[config.mk]
export PLATFORM = sky130hd
export DESIGN_NAME = mult_complex_e_derotate
export DESIGN_NICKNAME = d
export VERILOG_FILES = /design/src/rtl/ofdm_pkg.sv /design/src/rtl/mult_complex_e_derotate_twiddle_rom.sv /design/src/rtl/mult_complex_e_derotate.sv
export SDC_FILE = /design/constraint.sdc
export NUM_CORES = 2
export LEC_CHECK = 0
export ABC_AREA = 1
export BUFFER_PORTS_ARGS = -buffer_cell sky130_fd_sc_hd__buf_4
export CAP_MARGIN = 20
export CORE_UTILIZATION = 31
export DETAILED_ROUTE_END_ITERATION = 16
export SYNTH_ARGS = -nofsm -noshare
export SYNTH_HDL_FRONTEND = slang
export SYNTH_HIERARCHICAL = 1
export SYNTH_SLANG_ARGS = --single-unit
export TNS_END_PERCENT = 10
[constraint.sdc]
create_clock -name clk -period 8.6 [get_ports clk]
set_input_delay 0.86 -clock clk [delete_from_list [all_inputs] [get_ports clk]]
set_output_delay 0.86 -clock clk [all_outputs]
set_load 0.01 [all_outputs]
[src/rtl/ofdm_pkg.sv]
// Shared fixed-point constants and helpers for the OFDM datapath.
// Twiddles are signed Q1.15 in 17 bits so that +1.0 (32768) is representable.
package ofdm_pkg;
    localparam int TW_WIDTH = 17;
    localparam int TW_FRAC  = 15;
    localparam int TW_ONE   = 32768;

    function automatic logic signed [63:0] sat_to(input logic signed [63:0] v, input int w);
        logic signed [63:0] hi;
        logic signed [63:0] lo;
        hi = (64'sd1 <<< (w - 1)) - 64'sd1;
        lo = -hi - 64'sd1;
        if (v > hi) return hi;
        if (v < lo) return lo;
        return v;
    endfunction

    // First-quadrant cosine entry i of q steps, rounded to nearest; evaluated at elaboration.
    function automatic logic signed [TW_WIDTH-1:0] tw_entry(input int i, input int q);
        real a;
        a = 1.5707963267948966 * real'(i) / real'(q);
        return TW_WIDTH'($rtoi($cos(a) * real'(TW_ONE) + 0.5));
    endfunction
endpackage

[src/rtl/mult_complex_e_derotate_twiddle_rom.sv]
// Registered cos/sin lookup for a SIZE_DATA_FI-bit phase, folded from a
// quarter-wave table of 2^(SIZE_DATA_FI-2)+1 entries.
module twiddle_rom
    import ofdm_pkg::*;
#(
    parameter int SIZE_DATA_FI = 3
) (
    input  logic                       clk,
    input  logic                       rst,
    input  logic                       en,
    input  logic [SIZE_DATA_FI-1:0]    phase,
    output logic signed [TW_WIDTH-1:0] cos_q,
    output logic signed [TW_WIDTH-1:0] sin_q
);
    localparam int P  = SIZE_DATA_FI;
    localparam int Q  = 2 ** (P - 2);
    localparam int IW = $clog2(Q + 1);

    logic signed [TW_WIDTH-1:0] tbl [0:Q];

    for (genvar g = 0; g <= Q; g++) begin : g_tbl
        localparam logic signed [TW_WIDTH-1:0] V = tw_entry(g, Q);
        assign tbl[g] = V;
    end

    logic [1:0]                 quad;
    logic [P-1:0]               r;
    logic [P-1:0]               rc;
    logic signed [TW_WIDTH-1:0] ca;
    logic signed [TW_WIDTH-1:0] sa;
    logic signed [TW_WIDTH-1:0] cos_d;
    logic signed [TW_WIDTH-1:0] sin_d;

    always_comb begin
        quad = 2'(phase >> (P - 2));
        r    = phase & P'(Q - 1);
        rc   = P'(Q) - r;
        ca   = tbl[IW'(r)];
        sa   = tbl[IW'(rc)];
        // Rotate the first-quadrant pair by whole quarter turns.
        unique case (quad)
            2'd0: begin cos_d = ca;  sin_d = sa;  end
            2'd1: begin cos_d = -sa; sin_d = ca;  end
            2'd2: begin cos_d = -ca; sin_d = -sa; end
            default: begin cos_d = sa; sin_d = -ca; end
        endcase
    end

    always_ff @(posedge clk) begin
        if (rst) begin
            cos_q <= '0;
            sin_q <= '0;
        end else if (en) begin
            cos_q <= cos_d;
            sin_q <= sin_d;
        end
    end
endmodule

[src/rtl/mult_complex_e_derotate.sv]
// Streaming derotator: multiplies each sample by e^(+j*2*pi*acc/2^SIZE_DATA_FI),
// acc advancing by step per accepted sample and clearing after in_last.
module mult_complex_e_derotate
    import ofdm_pkg::*;
#(
    parameter int SIZE_DATA    = 16,
    parameter int SIZE_DATA_FI = 3
) (
    input  logic                        clk,
    input  logic                        rst,
    input  logic [SIZE_DATA_FI-1:0]     step,
    input  logic                        in_valid,
    output logic                        in_ready,
    input  logic signed [SIZE_DATA-1:0] in_data_i,
    input  logic signed [SIZE_DATA-1:0] in_data_q,
    input  logic                        in_last,
    output logic                        out_valid,
    input  logic                        out_ready,
    output logic signed [SIZE_DATA-1:0] out_data_i,
    output logic signed [SIZE_DATA-1:0] out_data_q,
    output logic                        out_last
);
    localparam int PW = SIZE_DATA + TW_WIDTH;
    localparam int SW = PW + 1;

    logic                        adv;
    logic                        accept;
    logic [SIZE_DATA_FI-1:0]     acc_q, acc_d;
    logic [3:1]                  vld_q, vld_d;
    logic signed [TW_WIDTH-1:0]  tw_cos, tw_sin;
    logic signed [SIZE_DATA-1:0] xi1_q, xi1_d, xq1_q, xq1_d;
    logic                        last1_q, last1_d, last2_q, last2_d, last3_q, last3_d;
    logic signed [PW-1:0]        p_ic_q, p_ic_d, p_qs_q, p_qs_d;
    logic signed [PW-1:0]        p_is_q, p_is_d, p_qc_q, p_qc_d;
    logic signed [SW-1:0]        sum_i, sum_q;
    logic signed [SIZE_DATA-1:0] oi_q, oi_d, oq_q, oq_d;

    twiddle_rom #(.SIZE_DATA_FI(SIZE_DATA_FI)) u_rom (
        .clk   (clk),
        .rst   (rst),
        .en    (adv),
        .phase (acc_q),
        .cos_q (tw_cos),
        .sin_q (tw_sin)
    );

    always_comb begin
        adv      = out_ready | ~vld_q[3];
        in_ready = adv & ~rst;
        accept   = in_valid & in_ready;

        acc_d = acc_q;
        if (accept) acc_d = in_last ? '0 : acc_q + step;

        sum_i = SW'(p_ic_q) - SW'(p_qs_q);
        sum_q = SW'(p_is_q) + SW'(p_qc_q);

        vld_d   = vld_q;
        xi1_d   = xi1_q;
        xq1_d   = xq1_q;
        last1_d = last1_q;
        p_ic_d  = p_ic_q;
        p_qs_d  = p_qs_q;
        p_is_d  = p_is_q;
        p_qc_d  = p_qc_q;
        last2_d = last2_q;
        oi_d    = oi_q;
        oq_d    = oq_q;
        last3_d = last3_q;
        // One shared enable keeps bubbles in place and makes a stall hold every stage.
        if (adv) begin
            vld_d   = {vld_q[2:1], accept};
            xi1_d   = in_data_i;
            xq1_d   = in_data_q;
            last1_d = in_last;
            p_ic_d  = PW'(xi1_q) * PW'(tw_cos);
            p_qs_d  = PW'(xq1_q) * PW'(tw_sin);
            p_is_d  = PW'(xi1_q) * PW'(tw_sin);
            p_qc_d  = PW'(xq1_q) * PW'(tw_cos);
            last2_d = last1_q;
            oi_d    = SIZE_DATA'(sat_to(64'(sum_i >>> TW_FRAC), SIZE_DATA));
            oq_d    = SIZE_DATA'(sat_to(64'(sum_q >>> TW_FRAC), SIZE_DATA));
            last3_d = last2_q;
        end
    end

    always_ff @(posedge clk) begin
        if (rst) begin
            acc_q   <= '0;
            vld_q   <= '0;
            xi1_q   <= '0;
            xq1_q   <= '0;
            last1_q <= 1'b0;
            p_ic_q  <= '0;
            p_qs_q  <= '0;
            p_is_q  <= '0;
            p_qc_q  <= '0;
            last2_q <= 1'b0;
            oi_q    <= '0;
            oq_q    <= '0;
            last3_q <= 1'b0;
        end else begin
            acc_q   <= acc_d;
            vld_q   <= vld_d;
            xi1_q   <= xi1_d;
            xq1_q   <= xq1_d;
            last1_q <= last1_d;
            p_ic_q  <= p_ic_d;
            p_qs_q  <= p_qs_d;
            p_is_q  <= p_is_d;
            p_qc_q  <= p_qc_d;
            last2_q <= last2_d;
            oi_q    <= oi_d;
            oq_q    <= oq_d;
            last3_q <= last3_d;
        end
    end

    assign out_valid  = vld_q[3];
    assign out_data_i = oi_q;
    assign out_data_q = oq_q;
    assign out_last   = last3_q;
endmodule

==> results by group <==
Global route
  • First-pass GRT wire length: between 200,000 and 300,000 um
  • Initial antenna violation count: 1
  • Vias in the first global route: around 48,000
  • Largest net degree at the start of global routing: 128
  • Total gr overflow: 0
  • GRT busiest layer: met2
  • Met3 Usage GRT: 1.437%
  • Met1 Usage GRT: roughly 22%
  • Grt met2 use: between 30% and 40%
  • Gr usage total: between 10% and 20%

Synthesis
  • Synth Warn #: 6
  • Seq cells post-synth: approximately 210
  • Synth unique cells: 53
  • Main synth FF type: dfxtp_1
  • Post-Synthesis Cells: 7,308
  • Async SR Flop Fraction: 0%
  • Number of synthesized flops with an enable pin: 0
  • Sequential element share of the synthesized area: 7.792%
  • Mapped Area: approximately 55,000 um^2
  • Syn avg cell area: about 7.5 um^2

Clock tree
  • CTS clk-pin slew, worst paths: ~0.06 ns
  • CTS Hold Bufs: 0
  • CTS buffer count: 29
  • Root Buffer: clkbuf_16
  • CTS tree: yes
  • H-tree Lvls: 1
  • Postcts setup bufs: 0
  • Post-CTS sizing: 0
  • Worst-Skew Late Latency: ~0.64 ns
  • Clk buf depth: 3
  • Clock net sink count: around 210

Timing
  • Tmin final: ~7.0 ns
  • Final critical-path share of the clock period: between 80% and 90%
  • Fin Setup TNS: 0 ns
  • Worst hold slack: between 0.4 and 0.5 ns
  • Final setup violation count: 0
  • Unrepaired setup endpoints after global routing: no
  • Slew margin rel.: 18.56%
  • Final hold vios: 0
  • Tightest Pin Transition: 1.222 ns
  • Slew Limit Fails: 0
  • Worst Clk Skew: slightly above 0.03 ns
  • FMAX: ~140 MHz

Routing
  • Antenna viol nets, final: 0
  • Detail-routed net length per standard cell: 16.53 um
  • Vias: between 40,000 and 50,000
  • Drt pass-1 iters: 6
  • Via density: roughly 4.6
  • Drt initial violations: approximately 2,700
  • DRC violations left: 0
  • Total wire length: 157,400 um

Placement
  • GPL Wtd Cong: about 0.95
  • Placed insts: about 9,500
  • HPWL Detailed: between 100,000 and 150,000 um
  • PortBufs: 74

Cells and area
  • N_diodes: 0
  • Most frequent cells in the layout: inv_1 (2,060), nand2_1 (1,782), fa_1 (1,105)
  • Number of fill cells: roughly 19,000
  • Multi-input logic area: 41,610 um^2
  • Area grow syn2layout: 6.772%
  • Sequential Area: 4307 um^2
  • Fin cells: 9,518
  • Post-layout net count: 8,702
  • Share of post-route cells with drive strength above 1: between 3 and 4%
  • Commonest non-fill, non-tap cell in the layout: inv_1

Hold path
  • Hold Crit Depth: 3
  • Hold EP: xq1_q[0]$_SDFFE_PP0N_
  • Hold crit path type: in2reg
  • Min-Delay Startpoint: in_data_q[0]

Pwr
  • VDD IR max: 149.6 uV
  • Leak pwr: between 30 and 40 nW
  • Total Power: between 0.005 and 0.006 W
  • Power density over the cells: 90.02 nW/um^2

Setup path
  • CP Class: reg2reg
  • R2R Setup Slk: 1.59 ns
  • Critical Path Sink Type: flop
  • FF-to-FF End: p_qs_q[24]$_SDFFE_PP0N_
  • Worst R2R Start: xq1_q[1]$_SDFFE_PP0N_
  • Critical Path AT: about 7.5 ns
  • R2R depth: 23
  • Worst-path fanout max: 14
  • Crit start category: flop
  • Worst path required time: slightly above 9 ns

Flow run
  • Maxcap violations: 0

Floorplan
  • Rows: ~150
  • Core area: approximately 180,000 um^2
  • Starting Density: between 30% and 40%
  • Die Wd: between 400 and 500 um
  • Io pins: 75
  • Die H: ~420 um
  • Die area: 179,100 um^2

Run status
  • Status: completed
## critical path: stages, from the launching register on
cell and delay, ns:
dfxtp_1 0.96, buf_4 0.32, nand2_1 0.11, inv_1 0.14
fa_1 0.55, fa_1 0.95, fa_1 0.54, fa_1 0.52
fa_1 0.49, inv_1 0.05, fa_1 0.50, inv_1 0.05
ha_1 0.46, nand2_1 0.16, nor2_1 0.20, inv_1 0.06
nor2_1 0.14, inv_1 0.07, o211ai_1 0.23, nand2_1 0.08
inv_1 0.05, o21ai_0 0.06, o211ai_1 0.13, inv_1 0.05
## per-layer routing
| layer | wire (um) | share of wire, % |
|---|---|---|
| met1 | 62290 | 40 |
| met4 | 6523 | 4.1 |
| met2 | 82140 | 52 |
| met5 | 13 | 0.0083 |
| met3 | 6380 | 4.1 |
## per-stage QoR
step,instance area (um^2),util (%),worst slack [ns]
after detailed placement,57740,32.79,1.663
after global routing,58710,33.34,1.121
after CTS,58690,33.32,1.647
final,58710,33.34,1.591
after global placement,57720,32.77,1.692
after floorplan,54990,-,2.783
## area by class of cell
| type | instances | share of cell area (%) |
|---|---|---|
| tap | 2340 | 4.987 |
| multi-input combinational | 4707 | 70.89 |
| timing repair buffer | 137 | 1.956 |
| sequential | 214 | 7.336 |
| clock buffer | 40 | 1.392 |
| clock inverter | 13 | 0.2153 |
| inverter | 2067 | 13.23 |
## report_power, final
group          switching (W)  leakage (nW)  total [W]  internal, W
logic                0.00177          32.2    0.00272     0.000945
clock network       0.000535         0.453    0.00123     0.000696
registers           0.000186          1.77    0.00134      0.00115
## sequential cells by signal (all words and copies together) (netlist names)
signal       cells
out_last         1
last1_q          1
p_is_q          33
last2_q          1
out_data_q      16
p_qs_q          33
u_rom/cos_q      4
vld_q            3
u_rom/sin_q      5
p_ic_q          33
acc_q            3
xq1_q           16
p_qc_q          33
out_data_i      16
xi1_q           16
## logic make-up (layout without fill, tap and decap cells)
family	Yosys count	after routing	share of synthesized area [%]
xor gates and xnor gates	119	119	1.896
and+or+nand+nor	2403	2403	17.40
DFF	214	214	7.792
AOI/OAI and AO/OA	677	677	6.991
buffers and inverters	2388	2257	16.56
adders and majority gates	1506	1506	49.36
other	1	2	0.006820
## cells in the mapped netlist (all sizes together) (11+ instances only)
cell    instances  area [um^2]
inv          2066         7755
nand2        1796         6787
fa           1105        22120
ha            401         5017
nor2          329         1250
a21oi         282         1468
clkbuf        267         1002
o21ai         244         1225
dfxtp         214         4284
nand3         167        850.8
xnor2          67        586.8
buf            54        342.8
xor2           52        455.4
nand4          44        275.3
nor3           35        195.2
o21bai         27        206.5
o211ai         25        187.7
a21o           23        172.7
a31oi          14        87.58
nor4           14        87.58
a21boi         12        90.08
a211oi         11        82.58
a31o           11        96.34
## how the worst max path moves through the flow
stage,startpoint,to,slack (ns),depth (start not counted)
final,xq1_q[1]$_SDFFE_PP0N_,p_qs_q[24]$_SDFFE_PP0N_,1.59,23
after global routing,xq1_q[1]$_SDFFE_PP0N_,p_qs_q[24]$_SDFFE_PP0N_,1.12,23
after CTS,xq1_q[1]$_SDFFE_PP0N_,p_qs_q[24]$_SDFFE_PP0N_,1.65,23
after detailed placement,u_rom/sin_q[13]$_SDFFE_PP0P_,p_is_q[23]$_SDFFE_PP0N_,1.66,19
after global placement,u_rom/sin_q[13]$_SDFFE_PP0P_,p_is_q[23]$_SDFFE_PP0N_,1.69,19
after floorplan,xi1_q[3]$_SDFFE_PP0N_,p_is_q[28]$_SDFFE_PP0N_,2.78,24
Power figures use the tool's default switching activity.
